[src/rtl/dmem_arb_pkg.sv]
// Shared types and constants for the data-RAM bus arbiter.
package dmem_arb_pkg;

   typedef enum logic {
      IDLE    = 1'b0,
      RD_WAIT = 1'b1
   } arb_state_e;

   localparam logic M0_ID = 1'b0;
   localparam logic M1_ID = 1'b1;

   localparam int unsigned STARVE_MAX_DEFAULT = 8;

endpackage

[src/rtl/dmem_bus_arbiter_if.sv]
// Request/grant/read-valid handshake between one bus master and the arbiter.
interface dmem_bus_arbiter_if #(
   parameter int unsigned DATA_WIDTH = 32,
   parameter int unsigned ADDR_WIDTH = 32
);
   logic                  req;
   logic                  we;
   logic [ADDR_WIDTH-1:0] addr;
   logic [DATA_WIDTH-1:0] wdata;
   logic                  gnt;
   logic                  rvalid;

   modport master (output req, we, addr, wdata, input gnt, rvalid);
   modport slave  (input req, we, addr, wdata, output gnt, rvalid);
endinterface

[src/rtl/arb_starve_counter.sv]
// Saturating count of consecutive cycles M1 has been left waiting.
module arb_starve_counter #(
   parameter int unsigned MAX = 8
) (
   input  logic clk,
   input  logic rst,
   input  logic inc,
   input  logic clr,
   output logic sat_c
);
   localparam int unsigned CNT_W = $clog2(MAX + 1);

   logic [CNT_W-1:0] cnt_q;

   always_ff @(posedge clk or negedge rst) begin
      if (!rst) begin
         cnt_q <= '0;
      end else if (clr) begin
         cnt_q <= '0;
      end else if (inc && !sat_c) begin
         cnt_q <= cnt_q + CNT_W'(1);
      end
   end

   assign sat_c = (cnt_q == CNT_W'(MAX));

endmodule

[src/rtl/dmem_bus_arbiter.sv]
// Two-master arbiter for the single-port data RAM: M0 has priority, M1 is
// forced through after STARVE_MAX blocked cycles; reads take one extra cycle.
module dmem_bus_arbiter
   import dmem_arb_pkg::*;
#(
   parameter int unsigned DATA_WIDTH = 32,
   parameter int unsigned ADDR_WIDTH = 32,
   parameter int unsigned STARVE_MAX = STARVE_MAX_DEFAULT
) (
   input  logic                  clk,
   input  logic                  rst,
   dmem_bus_arbiter_if.slave     m0,
   dmem_bus_arbiter_if.slave     m1,
   output logic [DATA_WIDTH-1:0] rdata,
   output logic                  ram_we,
   output logic                  ram_re,
   output logic [ADDR_WIDTH-1:0] ram_addr,
   output logic [DATA_WIDTH-1:0] ram_wdata,
   input  logic [DATA_WIDTH-1:0] ram_rdata
);

   arb_state_e            state_q, state_d;
   logic                  owner_q, owner_d;
   logic                  m1_sat;
   logic                  win_valid;
   logic                  win_id;
   logic                  win_we;
   logic [ADDR_WIDTH-1:0] win_addr;
   logic [DATA_WIDTH-1:0] win_wdata;

   arb_starve_counter #(.MAX(STARVE_MAX)) u_starve (
      .clk   (clk),
      .rst   (rst),
      .inc   (m1.req && !m1.gnt),
      .clr   (!m1.req || m1.gnt),
      .sat_c (m1_sat)
   );

   always_ff @(posedge clk or negedge rst) begin
      if (!rst) begin
         state_q <= IDLE;
         owner_q <= M0_ID;
      end else begin
         state_q <= state_d;
         owner_q <= owner_d;
      end
   end

   // Winner select: a starved M1 overrides M0's fixed priority.
   always_comb begin
      win_valid = 1'b0;
      win_id    = M0_ID;
      if (m1.req && m1_sat) begin
         win_valid = 1'b1;
         win_id    = M1_ID;
      end else if (m0.req) begin
         win_valid = 1'b1;
         win_id    = M0_ID;
      end else if (m1.req) begin
         win_valid = 1'b1;
         win_id    = M1_ID;
      end
      win_we    = (win_id == M1_ID) ? m1.we    : m0.we;
      win_addr  = (win_id == M1_ID) ? m1.addr  : m0.addr;
      win_wdata = (win_id == M1_ID) ? m1.wdata : m0.wdata;
   end

   // Zero-cycle grant and RAM drive; everything held at 0 during reset.
   always_comb begin
      state_d   = state_q;
      owner_d   = owner_q;
      m0.gnt    = 1'b0;
      m1.gnt    = 1'b0;
      m0.rvalid = 1'b0;
      m1.rvalid = 1'b0;
      ram_we    = 1'b0;
      ram_re    = 1'b0;
      ram_addr  = '0;
      ram_wdata = '0;
      if (rst) begin
         unique case (state_q)
            IDLE: begin
               if (win_valid) begin
                  m0.gnt   = (win_id == M0_ID);
                  m1.gnt   = (win_id == M1_ID);
                  ram_addr = win_addr;
                  if (win_we) begin
                     ram_we    = 1'b1;
                     ram_wdata = win_wdata;
                  end else begin
                     ram_re  = 1'b1;
                     owner_d = win_id;
                     state_d = RD_WAIT;
                  end
               end
            end
            RD_WAIT: begin
               m0.rvalid = (owner_q == M0_ID);
               m1.rvalid = (owner_q == M1_ID);
               state_d   = IDLE;
            end
            default: state_d = IDLE;
         endcase
      end
   end

   assign rdata = rst ? ram_rdata : '0;

endmodule

[src/flat_wrapper.sv]
// flat-port wrapper written by rule: the top's interface ports become plain ports
module dmem_bus_arbiter_flat import dmem_arb_pkg::*;
#(
   parameter int unsigned DATA_WIDTH = 32,
   parameter int unsigned ADDR_WIDTH = 32,
   parameter int unsigned STARVE_MAX = STARVE_MAX_DEFAULT
)
  (clk, rst, rdata, ram_we, ram_re, ram_addr, ram_wdata, ram_rdata, m0_req, m0_we, m0_addr, m0_wdata, m0_gnt, m0_rvalid, m1_req, m1_we, m1_addr, m1_wdata, m1_gnt, m1_rvalid);
  dmem_bus_arbiter_if #(.DATA_WIDTH(DATA_WIDTH), .ADDR_WIDTH(ADDR_WIDTH)) m0_i ();
  dmem_bus_arbiter_if #(.DATA_WIDTH(DATA_WIDTH), .ADDR_WIDTH(ADDR_WIDTH)) m1_i ();
  input  logic clk;
  input  logic rst;
  output logic [DATA_WIDTH-1:0] rdata;
  output logic ram_we;
  output logic ram_re;
  output logic [ADDR_WIDTH-1:0] ram_addr;
  output logic [DATA_WIDTH-1:0] ram_wdata;
  input  logic [DATA_WIDTH-1:0] ram_rdata;
  input wire logic [$bits(m0_i.req)-1:0] m0_req;
  input wire logic [$bits(m0_i.we)-1:0] m0_we;
  input wire logic [$bits(m0_i.addr)-1:0] m0_addr;
  input wire logic [$bits(m0_i.wdata)-1:0] m0_wdata;
  output wire logic [$bits(m0_i.gnt)-1:0] m0_gnt;
  output wire logic [$bits(m0_i.rvalid)-1:0] m0_rvalid;
  input wire logic [$bits(m1_i.req)-1:0] m1_req;
  input wire logic [$bits(m1_i.we)-1:0] m1_we;
  input wire logic [$bits(m1_i.addr)-1:0] m1_addr;
  input wire logic [$bits(m1_i.wdata)-1:0] m1_wdata;
  output wire logic [$bits(m1_i.gnt)-1:0] m1_gnt;
  output wire logic [$bits(m1_i.rvalid)-1:0] m1_rvalid;
  assign m0_i.req = m0_req;
  assign m0_i.we = m0_we;
  assign m0_i.addr = m0_addr;
  assign m0_i.wdata = m0_wdata;
  assign m0_gnt = m0_i.gnt;
  assign m0_rvalid = m0_i.rvalid;
  assign m1_i.req = m1_req;
  assign m1_i.we = m1_we;
  assign m1_i.addr = m1_addr;
  assign m1_i.wdata = m1_wdata;
  assign m1_gnt = m1_i.gnt;
  assign m1_rvalid = m1_i.rvalid;
  dmem_bus_arbiter #(.DATA_WIDTH(DATA_WIDTH), .ADDR_WIDTH(ADDR_WIDTH), .STARVE_MAX(STARVE_MAX)) u_core (.clk(clk), .rst(rst), .m0(m0_i), .m1(m1_i), .rdata(rdata), .ram_we(ram_we), .ram_re(ram_re), .ram_addr(ram_addr), .ram_wdata(ram_wdata), .ram_rdata(ram_rdata));
endmodule
[config.mk]
export PLATFORM = sky130hd
export DESIGN_NAME = dmem_bus_arbiter_flat
export DESIGN_NICKNAME = d
export VERILOG_FILES = /design/src/rtl/dmem_arb_pkg.sv /design/src/rtl/dmem_bus_arbiter_if.sv /design/src/rtl/arb_starve_counter.sv /design/src/rtl/dmem_bus_arbiter.sv /design/src/flat_wrapper.sv
export SDC_FILE = /design/constraint.sdc
export NUM_CORES = 1
export LEC_CHECK = 0
export BUFFER_PORTS_ARGS = -buffer_cell sky130_fd_sc_hd__buf_2
export CORE_AREA = 2 2 103 105
export DETAILED_ROUTE_END_ITERATION = 7
export DIE_AREA = 0 0 105 107
export SLEW_MARGIN = 10
export SYNTH_ARGS = -nofsm -noshare
export SYNTH_HDL_FRONTEND = slang
export SYNTH_SLANG_ARGS = --single-unit
[constraint.sdc]
create_clock -name clk -period 1.7 [get_ports clk]
set_input_delay 0.085 -clock clk [delete_from_list [all_inputs] [get_ports clk]]
set_output_delay 0.085 -clock clk [all_outputs]
set_load 0.03 [all_outputs]
## Yosys cells after proc, flatten, opt, wreduce, memory -nomap -nowiden

Index checks and enable logic that the tools add are counted.

| operators by class | value |
|---|---|
| equality and inequality tests | 1 |
| mux-type cells | 37 |
| $add $sub $neg | 1 |
| reduce and logical (&&, ||, !) cells | 9 |
| bitwise logic cells | 4 |

Operator list:

| kind | count |
|---|---|
| 32-bit 2-to-1 mux | 10 |
| 1-bit 2-to-1 mux | 24 |
| 4-bit 2-to-1 mux | 2 |
| 4-bit by 1-bit adder with 4-bit output (second input constant) | 1 |
| 4-bit == test (second input constant) | 1 |
| 1-bit inverter | 4 |
| 4-bit AND reduction | 1 |
| 1-bit logical AND | 3 |
| 1-bit logical NOT | 3 |
| 1-bit one-hot mux with 2 select lines | 1 |
| 2-bit nonzero test | 1 |
| 1-bit logical OR | 1 |

| storage, ports and cells | value |
|---|---|
| output and inout port bits | 102 |
| logic and storage cells | 55 |
| input port bits | 166 |
| flip-flop bits (word level) | 6 |

## Depth between registers and ports, before layout

Gate-level depths: netlist (run 1).

| logic depth | value |
|---|---|
| word-level depth | 11 |
| depth in mapped cells | 8 |
| mapped depth without buffers | 5 |

## Hierarchy

From an unflattened synthesis (run 1), not the netlist that was laid out.

| unflattened totals | value |
|---|---|
| cell total of the unflattened synthesis | 169 |
| area, all modules | 1422.6 sq um |

By module, submodules not included:

| module | area an instance (sq um) | cells an instance | sequential area each (sq um) | times used |
|---|---|---|---|---|
| dmem_bus_arbiter | 1189.9 | 145 | 50.0 | 1 |
| arb_starve_counter | 232.7 | 24 | 100.1 | 1 |

## Worst setup path after synthesis (run 1)

OpenSTA, ideal clock, no wires.

| timing | value |
|---|---|
| path kind | register -> output |
| from | register u_core.u_starve.cnt_q[0] |
| to | output port ram_addr[18] |
| buffers on the path | 2 |
| data arrival time | 1809 ps |
| stages on the path, launching flop included | 8 |
| data required time | 1615 ps |
| slack | -194 ps |
| path through | dfrtp_1 > inv_1 > ha_1 > and3b_1 > buf_6 > o21ai_2 > buf_2 > o21ai_0 |

| on the way | value |
|---|---|
| word-level cells in the longest chain between the ends | 7 |
| elaborated cells between the ends (all ways) | 8 |
| those cells by class | eq/ne (1); mux (6); reduce/logical (1) |

Ends and longest elaborated chain:

| what | line | RTL |
|---|---|---|
| from (decl) | arb_starve_counter.sv:13 | `logic [CNT_W-1:0] cnt_q;` |
| from (signal assigned) | arb_starve_counter.sv:21 | `cnt_q <= cnt_q + CNT_W'(1);` |
| 4-bit == test (*) | arb_starve_counter.sv:25 | `assign sat_c = (cnt_q == CNT_W'(MAX));` |
| 1-bit logical AND (*) | dmem_bus_arbiter.sv:53 | `if (m1.req && m1_sat) begin` |
| 1-bit 2-to-1 mux | dmem_bus_arbiter.sv:53 |  |
| 32-bit 2-to-1 mux | dmem_bus_arbiter.sv:64 | `win_addr = (win_id == M1_ID) ? m1.addr : m0.addr;` |
| 32-bit 2-to-1 mux (*) | dmem_bus_arbiter.sv:83 | `if (win_valid) begin` |
| 32-bit 2-to-1 mux (*) | dmem_bus_arbiter.sv:81 | `unique case (state_q)` |
| 32-bit 2-to-1 mux (*) | dmem_bus_arbiter.sv:80 | `if (rst) begin` |
| to (decl) | flat_wrapper.sv:16 | `output logic [ADDR_WIDTH-1:0] ram_addr;` |

Mark *: on every way between the ends. The rest lies on a longest branch, timed or not.

## Final worst setup path (run 1)

| timing | value |
|---|---|
| from | register u_core.u_starve.cnt_q[0] |
| to | output port ram_wdata[19] |

| on the way | value |
|---|---|
| word-level cells in the longest chain between the ends | 8 |
| elaborated cells between the ends (all ways) | 10 |
| those cells by class | eq/ne (1); mux (8); reduce/logical (1) |

Ends and longest elaborated chain:

| what | line | RTL |
|---|---|---|
| 4-bit == test (*) | arb_starve_counter.sv:25 |  |
| 1-bit logical AND (*) | dmem_bus_arbiter.sv:53 |  |
| 1-bit 2-to-1 mux | dmem_bus_arbiter.sv:53 |  |
| 32-bit 2-to-1 mux / 1-bit 2-to-1 mux (equally long branches) | dmem_bus_arbiter.sv:65, dmem_bus_arbiter.sv:63 |  |
| 32-bit 2-to-1 mux | dmem_bus_arbiter.sv:87 | `if (win_we) begin` |
| 32-bit 2-to-1 mux (*) | dmem_bus_arbiter.sv:83 |  |
| 32-bit 2-to-1 mux (*) | dmem_bus_arbiter.sv:81 |  |
| 32-bit 2-to-1 mux (*) | dmem_bus_arbiter.sv:80 |  |
| to (decl) | flat_wrapper.sv:17 | `output logic [DATA_WIDTH-1:0] ram_wdata;` |

Marked as above.

==> summary.md, run 1 <==
| Metric | Value |
|---|---|
| Standard-cell rows | 37 |
| Post-detailed-placement half-perimeter wirelength | 8180 microns |
| Grt peak-use layer | met2 |
| Worst Setup Path Type | flip-flop to output pin |
| Count of max-cap constraint violations | 0 |
| Fin Hold WS | about 0.38 ns |
| Cell at the root of the clock tree | sky130_fd_sc_hd__clkbuf_8 |
| Count of pins over their slew limit | 0 |
| Setup repair after global routing missed its margin | yes |
| Largest cells by area after synthesis | sky130_fd_sc_hd__nand4_1 18%, sky130_fd_sc_hd__o2111ai_1 14%, sky130_fd_sc_hd__and2_1 9.8% |
| Placement Cell Area | 3690 sq um |
| Cell area after synthesis | 2040 sq um |
| Number of levels in the clock H-tree | 1 |
| TritonCTS clock tree | done |
| Die Outline Area | 11200 sq um |
| Antenna violations before repair | 0 |
| Initial drt markers | approximately 340 |
| Post-synth cell types | 37 |
| Post-Route Skew | 0.000585 ns |
| Number of buffers on the longest clock path | 2 |
| Total CTS buffers | 3 |
| Seq/Total Area, Yosys | ~7.4% |
| Setup TNS Final | -11.13 ns |
| Upper clock frequency limit | 527 MHz |
| Layout filler cell count | roughly 1000 |
| Endpoint kind of the worst setup timing path | output pin |
| Post-layout nets | 743 |
| Ports placed on the boundary | 268 |
| Cell type contributing the most total cell area after synthesis | sky130_fd_sc_hd__nand4_1 |
| Final clock period utilization by the worst path | 112% |
| Routed WL per cell | 15.8 microns |
| Commonest non-fill, non-tap cells in the layout | 199 x sky130_fd_sc_hd__buf_2, 60 x sky130_fd_sc_hd__nand4_1, 49 x sky130_fd_sc_hd__buf_4 |
| Final Hold Vio Count | 0 |
| Worst-path clk slew | 0.04 ns |
| Leakage power | between 1.5 and 2 nW |
| Clk_lat worst skew | 0.22 ns |
| Setup-failing EPs final | 67 |
| Arr. time, crit path | 1.81 ns |
| Most frequent standard cell in the layout excluding fill and tap cells | sky130_fd_sc_hd__buf_2 |
| Pre-CTS WS | -0.0979 ns |
| Input/output buffers | 267 |
| Maximum ir drop on the vdd rail | around 0.00017 V |
| Design Area, Final | 4260 sq um |
| Met2 Usage GRT | around a third |
| Post-layout min period | about 1.9 ns |
| Post-route total power | 1.61 mW |
| Failing checks | setup timing |
| Slew at the pin with the worst max-slew slack | just over 0.7 ns |
| Met3 demand-to-capacity share in global routing | 3.40% |
| Antenna diodes | 0 |
| Antenna violation net count after detailed routing | 0 |
| Status | complete, but fails checks |
| Crit Path Max Fanout | 9 |
| Y dimension of the die | 107 microns |
| Horizontal extent of the die | 105 microns |
| Initial cell density of the core | 20.2% |
| Core area | 10100 sq um |
| Area added between synthesis and finish | 109% |
| Setup slack after layout | -0.196 ns |
| Syn_area_per_cell | 6.26 sq um |
| Count of TritonRoute iterations in the first routing pass | 6 |
| First-pass GRT wire length | 17100 microns |
| GRT Util Overall | a little under a fifth |
| Data required, critical path | 1.62 ns |
| Weighted congestion reported at the end of routability-driven placement | approximately 0.86 |
| Power Dens Cells | approximately 380 nW/um^2 |
| Detailed Route WL | 11200 microns |
| Routed via count divided by cell count | 5.26 |
| Gr ovfl total | 0 |
| Post-synthesis net count | a little under 500 |
| Vias | about 3700 |
| Vias in the first global route | around 3600 |
| Tightest slew margin relative to the limit | 51.6% |
| Kind of launch point of the worst setup path | flip-flop |
| Layout cells sized above 1 | 62.5% |
| Worst min path class | primary input to flip-flop |
| Syn. warnings | 0 |
| Area fraction of the dominant cell type after synthesis | around 18% |
| Maximum number of pins on one net before global-route repair | 57 |
| Number of cells produced by synthesis | 326 |
| Number of sinks on the clock net | 6 |
| Number of register bits inferred by synthesis | 6 |
| Number of DRC violations after detailed routing | 0 |
| Routing usage on met1 | 21.1% |
-- worst paths after layout --
check,startpoint,endpoint,slack (ns),cells after the start
max in group asynchronous,rst,u_core.u_starve.cnt_q[2],0.83,3
min,m1_req,u_core.u_starve.cnt_q[3],0.38,3
min in group asynchronous,rst,u_core.state_q,0.62,3
max reg2reg,u_core.u_starve.cnt_q[0],u_core.u_starve.cnt_q[3],0.16,7
min reg2reg,u_core.owner_q,u_core.owner_q,0.56,2
max,u_core.u_starve.cnt_q[0],ram_wdata[19],-0.20,8
-- synthesized netlist by cell type (all sizes together) --
master,number
nand4b,1
and2b,1
xor2,1
o2111a,1
nand2b,2
a32o,1
and3,3
and3b,1
nand2,29
o211a,1
clkbuf,23
o31ai,1
xnor2,1
o2111ai,32
buf,32
a21oi,37
nand3b,1
inv,5
o21ai,30
nand3,8
and2,32
nor3,1
o2bb2ai,1
nor2,4
o211ai,7
ha,2
a21boi,2
dfrtp,6
nand4,60
-- worst max-delay path, cell delays in order, from the launching register on --
cell,delay (ns)
sky130_fd_sc_hd__dfrtp_1,0.38
sky130_fd_sc_hd__inv_2,0.09
sky130_fd_sc_hd__ha_4,0.14
sky130_fd_sc_hd__and3b_2,0.21
sky130_fd_sc_hd__buf_12,0.15
sky130_fd_sc_hd__buf_4,0.14
sky130_fd_sc_hd__o2111ai_1,0.12
sky130_fd_sc_hd__a21oi_2,0.21
sky130_fd_sc_hd__buf_6,0.15
-- registers in the layout (all words and copies together), names as in the netlist --
name and count:
u_core.owner_q 1, u_core.u_starve.cnt_q 4, u_core.state_q 1
-- cells by family (layout without fill, tap and decap cells) --
kind of cell | after synthesis | after routing | synth area share [%]
and+or+nand+nor | 143 | 143 | 39.6
DFF | 6 | 6 | 7.36
buffers and inverters | 60 | 307 | 14.7
AOI/OAI and AO/OA | 113 | 113 | 36.3
xor gates and xnor gates | 2 | 2 | 0.859
adders and majority gates | 2 | 2 | 1.23
-- through the flow --
step	std cells	utilization (%)
final	709	42.2
after global routing	709	42.2
after CTS	709	42.0
after detailed placement	696	36.6
after global placement	696	36.6
after floorplan	326	-
-- metal layers --
metal,up-vias,share of wire (%)
met1,1713,39
met4,0,3.4
met3,31,8.8
li1,1749,-
met2,233,49
met5,-,0
-- power by group --
part           internal (mW)  switching (mW)  total, mW
clock                  0.152          0.0630      0.215
sequential             0.159          0.0120      0.171
combinational          0.497           0.724       1.22
-- layout make-up --
class / count / area, sq um / share of cell area, %
repair buffers: 299 / 2030 / 47.7
clock buffers: 3 / 41.3 / 0.969
flip-flops and latches: 6 / 150 / 3.53
inverters: 5 / 18.8 / 0.441
multi-input cells: 260 / 1850 / 43.4
well taps: 136 / 170 / 4.00
-- what timing repair did --
item,in CTS,in global routing
gates resized for setup,127,15
endpoints found under the hold margin,6,0
setup buffers,7,2
cloned,2,0
pin swaps,13,14
endpoints found under the setup margin,68,68
hold buffers,1,0
No activity file was read; power rests on OpenSTA's default activity.
==> inputs of run 2 (changes only) <==
--- a/config.mk
+++ b/config.mk
@@ -7,4 +7,6 @@
 export LEC_CHECK = 0
+export ABC_AREA = 1
 export BUFFER_PORTS_ARGS = -buffer_cell sky130_fd_sc_hd__buf_2
 export CORE_AREA = 2 2 103 105
+export CTS_BUF_LIST = sky130_fd_sc_hd__clkbuf_4 sky130_fd_sc_hd__clkbuf_8
 export DETAILED_ROUTE_END_ITERATION = 7
--- a/constraint.sdc
+++ b/constraint.sdc
@@ -3,2 +3,2 @@
 set_output_delay 0.085 -clock clk [all_outputs]
-set_load 0.03 [all_outputs]
+set_load 0.1 [all_outputs]
==> summary.md, run 2 <==
| Metric | Value |
|---|---|
| Status | complete, but fails checks (unchanged) |
| Failing checks | setup timing (unchanged) |
| Standard-cell rows | 37 (unchanged) |
| Clk_lat worst skew | 0.22 ns (about the same) |
| Number of sinks on the clock net | 6 (unchanged) |
| Most repeated cell in the gate-level netlist after synthesis | sky130_fd_sc_hd__nand2_1 (was sky130_fd_sc_hd__nand4_1) |
| Number of register bits inferred by synthesis | 6 (unchanged) |
| Initial cell density of the core | 17.4% (was 20.2%) |
| Maximum ir drop on the vdd rail | 0.000383 V (was 0.000166 V) |
| Upper clock frequency limit | 508 MHz (was 527 MHz) |
| Seq/Total Area, Yosys | 8.57% (was 7.36%) |
| TritonCTS clock tree | done (unchanged) |
| Internal power consumption | 1.25 mW (was 809 uW) |
| Maximum number of pins on one net before global-route repair | 36 (was 57) |
| Largest family of logic cells by synthesized area | simple AND/OR/NAND/NOR gates (unchanged) |
| Kind of launch point of the worst setup path | flip-flop (unchanged) |
| Syn. warnings | 0 (unchanged) |
| Hold_sp | m1_we (was m1_req) |
| Vias | 3452 (was 3726) |
| Setup slack after layout | -0.269 ns (was -0.196 ns) |
| Layout Utilization | 59.1% (was 42.2%) |
| Gr ovfl total | 0 (unchanged) |
| Total CTS buffers | 3 (unchanged) |
| Post-synthesis net count | 564 (was 494) |
| Most frequent standard cell in the layout excluding fill and tap cells | sky130_fd_sc_hd__buf_2 (unchanged) |
| Post-layout nets | 856 (was 743) |
| Slew at the pin with the worst max-slew slack | 0.494 ns (was 0.727 ns) |
| Area added between synthesis and finish | 241% (was 109%) |
| Number of cells produced by synthesis | 396 (was 326) |
| Tightest slew margin relative to the limit | 67.3% (was 51.6%) |
| Number of synthesized flops with an enable pin | 0 (unchanged) |
| Horizontal extent of the die | 105 microns (unchanged) |
| Largest registers | u_core.u_starve.cnt_q (4), u_core.owner_q (1), u_core.state_q (1) (unchanged) |
| Input/output buffers | 267 (unchanged) |
| Worst-path clk slew | 0.04 ns (about the same) |
| Startpoint of the lowest-slack register-to-register path | u_core.u_starve.cnt_q[1] (was u_core.u_starve.cnt_q[0]) |
| Non-filler cells in the finished layout | 822 (was 709) |
| Arr. time, crit path | 1.88 ns (was 1.81 ns) |
| Setup repair after global routing missed its margin | yes (unchanged) |
| Comb power frac | 87.5% (was 76.0%) |
| Placement Cell Area | 5100 sq um (was 3690 sq um) |
| Antenna violations before repair | 0 (unchanged) |
| Core area | 10100 sq um (unchanged) |
| Simple-gate portion of the synthesized area | 62.1% (was 39.6%) |
| Data required, critical path | 1.62 ns (about the same) |
| Routed WL per cell | 13.6 microns (was 15.8 microns) |
| Post-synth ARST share | 100% (unchanged) |
| Fin Hold WS | 0.157 ns (was 0.380 ns) |
| Area fraction of the dominant cell type after synthesis | 48.9% (was 18.4%) |
| Most common library cells after synthesis | 228 x sky130_fd_sc_hd__nand2_1, 75 x sky130_fd_sc_hd__inv_1, 43 x sky130_fd_sc_hd__nor2_1, 7 x sky130_fd_sc_hd__buf_6 (was 60 x sky130_fd_sc_hd__nand4_1, 37 x sky130_fd_sc_hd__a21oi_1, 32 x sky130_fd_sc_hd__and2_1, 32 x sky130_fd_sc_hd__o2111ai_1, 29 x sky130_fd_sc_hd__nand2_1) |
| Sequential cell area | 150 sq um (unchanged) |
| Post-Route Skew | 0.000745 ns (was 0.000585 ns) |
| Detailed Route WL | 11200 microns (about the same) |
| Setup TNS Final | -15.18 ns (was -11.13 ns) |
| Post-synth cell types | 20 (was 37) |
| Sw frac | 59.0% (was 49.7%) |
| Power share of the sequential group | 5.5% (was 10.6%) |
| Number of DRC violations after detailed routing | 0 (unchanged) |
| Mux cell area share after synthesis | 0% (unchanged) |
| First-pass GRT wire length | 16600 microns (was 17100 microns) |
| Syn_area_per_cell | 4.42 sq um (was 6.26 sq um) |
| Number of cells traversed by the worst hold path | 4 (was 3) |
| Count of TritonRoute iterations in the first routing pass | 4 (was 6) |
| Y dimension of the die | 107 microns (unchanged) |
| Largest cells by area after synthesis | sky130_fd_sc_hd__nand2_1 49%, sky130_fd_sc_hd__inv_1 16%, sky130_fd_sc_hd__nor2_1 9.2% (was sky130_fd_sc_hd__nand4_1 18%, sky130_fd_sc_hd__o2111ai_1 14%, sky130_fd_sc_hd__and2_1 9.8%) |
| Routed via count divided by cell count | 4.20 (was 5.26) |
| Register bank with the most flops | u_core.u_starve.cnt_q (unchanged) |
| Design Area, Final | 5970 sq um (was 4260 sq um) |
| Number of buffers on the longest clock path | 2 (unchanged) |
| Final Hold Vio Count | 0 (unchanged) |
| Number of flip-flops in the largest register | 4 (unchanged) |
| Post-route total power | 3.06 mW (was 1.61 mW) |
| Antenna diodes | 0 (unchanged) |
| Crit Path Max Fanout | 7 (was 9) |
| Post-layout min period | 1.97 ns (was 1.90 ns) |
| Area share of fa/ha/maj cells after synthesis | 1.43% (was 1.23%) |
| Worst Setup Path Type | flip-flop to output pin (unchanged) |
| Capture point of the worst reg-to-reg path | u_core.owner_q (was u_core.u_starve.cnt_q[3]) |
| Weighted congestion reported at the end of routability-driven placement | 0.812 (was 0.864) |
| Count of pins over their slew limit | 0 (unchanged) |
| Cell area after synthesis | 1750 sq um (was 2040 sq um) |
| Net switching power figure | 1.80 mW (was 799 uW) |
| Commonest non-fill, non-tap cells in the layout | 197 x sky130_fd_sc_hd__buf_2, 132 x sky130_fd_sc_hd__nand2_1, 81 x sky130_fd_sc_hd__buf_12 (was 199 x sky130_fd_sc_hd__buf_2, 60 x sky130_fd_sc_hd__nand4_1, 49 x sky130_fd_sc_hd__buf_4) |
| Layout cells sized above 1 | 72.3% (was 62.5%) |
| Layout filler cell count | 854 (was 1041) |
| Leakage power | 3.21 nW (was 1.98 nW) |
| Ports placed on the boundary | 268 (unchanged) |
| Most instantiated flip-flop cell in the synthesis netlist | sky130_fd_sc_hd__dfrtp_1 (unchanged) |
| Pre-CTS WS | -0.197 ns (was -0.0979 ns) |
| Setup-failing EPs final | 66 (was 67) |
| Inst Count DP | 796 (was 696) |
| Reg2Reg Setup Slack | 0.16 ns (about the same) |
| Worst r2r path cells | 12 (was 7) |
| Area of the multi-input gates | 2260 sq um (was 1850 sq um) |
| Antenna violation net count after detailed routing | 0 (unchanged) |
| Die Outline Area | 11200 sq um (unchanged) |
| Number of levels in the clock H-tree | 1 (unchanged) |
| Endpoint of the worst hold path | u_core.owner_q (was u_core.u_starve.cnt_q[3]) |
| Clock Power Share | 7.0% (was 13.4%) |
| Initial drt markers | 158 (was 342) |
| Endpoint kind of the worst setup timing path | output pin (unchanged) |
| Vias in the first global route | 3574 (was 3566) |
| GRT Util Overall | 18.1% (was 18.4%) |
| Synthesized-area fraction occupied by xor and xnor cells | 1.00% (was 0.859%) |
| Cell type contributing the most total cell area after synthesis | sky130_fd_sc_hd__nand2_1 (was sky130_fd_sc_hd__nand4_1) |
| Synth Area in Compound Gates | 2.00% (was 36.3%) |
| Post-detailed-placement half-perimeter wirelength | 8620 microns (was 8180 microns) |
| Cell at the root of the clock tree | sky130_fd_sc_hd__clkbuf_8 (unchanged) |
| Count of max-cap constraint violations | 0 (unchanged) |
| Worst min path class | primary input to flip-flop (unchanged) |
| Final clock period utilization by the worst path | 116% (was 112%) |
| Power Dens Cells | 512 nW/um^2 (was 377 nW/um^2) |
## run 2: what timing repair did
action / CTS / global route
gates cloned: 6 / 5
setup buffers: 9 / 4
hold buffers: 1 / 0
resized for setup: 80 / 83
pin swaps: 7 / 39
endpoints found under the hold margin: 6 / 0
endpoints found under the setup margin: 68 / 68
## run 2: how the worst max path moves through the flow
stage                                  start             to  slack, ns
detailed placement  u_core.u_starve.cnt_q[0]   ram_addr[19]      -0.20
finish              u_core.u_starve.cnt_q[1]   ram_addr[13]      -0.27
global route        u_core.u_starve.cnt_q[1]    ram_addr[9]      -0.34
floorplan           u_core.u_starve.cnt_q[0]  ram_wdata[26]      -0.46
CTS                 u_core.u_starve.cnt_q[0]    ram_addr[4]      -0.28
global placement    u_core.u_starve.cnt_q[0]   ram_addr[18]      -0.13
## run 2: worst max-delay path, stage by stage (launching register included)
cell,delay [ns]
sky130_fd_sc_hd__dfrtp_1,0.36
sky130_fd_sc_hd__inv_2,0.06
sky130_fd_sc_hd__ha_4,0.16
sky130_fd_sc_hd__nand4_1,0.11
sky130_fd_sc_hd__nand2_2,0.10
sky130_fd_sc_hd__buf_6,0.14
sky130_fd_sc_hd__nor2_4,0.11
sky130_fd_sc_hd__buf_12,0.14
sky130_fd_sc_hd__clkbuf_16,0.16
sky130_fd_sc_hd__nand2_2,0.09
sky130_fd_sc_hd__nand2_8,0.08
sky130_fd_sc_hd__buf_12,0.16
## run 2: layer usage
metal  up-vias  global-route usage [%]  part of all wire, %
li1       1702                       -                    -
met1      1550                    18.2                   34
met2       186                    38.4                   57
met3        14                    2.74                  7.7
met4         0                    3.52                  1.8
met5         -                       0                    0
## run 2: cells by family after synthesis
| family | after synthesis |
|---|---|
| buffers and inverters | 96 |
| XOR/XNOR | 2 |
| AND/OR/NAND/NOR | 283 |
| adder cells (fa/ha/maj) | 2 |
| flip-flops | 6 |
| AO/OA/AOI/OAI | 7 |
## run 2: power groups by stage
stage,clock (mW),combinational (mW),sequential (mW)
global route,0.229,2.78,0.170
global placement,0,2.37,0.168
CTS,0.223,2.55,0.168
detailed placement,0,2.39,0.169
finish,0.214,2.67,0.169
floorplan,0,1.59,0.169
## run 2: area by class of cell
cell class                 count  area share (%)
clock buffer                   3           0.692
inverter                      76            4.87
multi-input combinational    294            37.9
sequential                     6            2.52
tap                          136            2.85
timing repair buffer         307            51.2
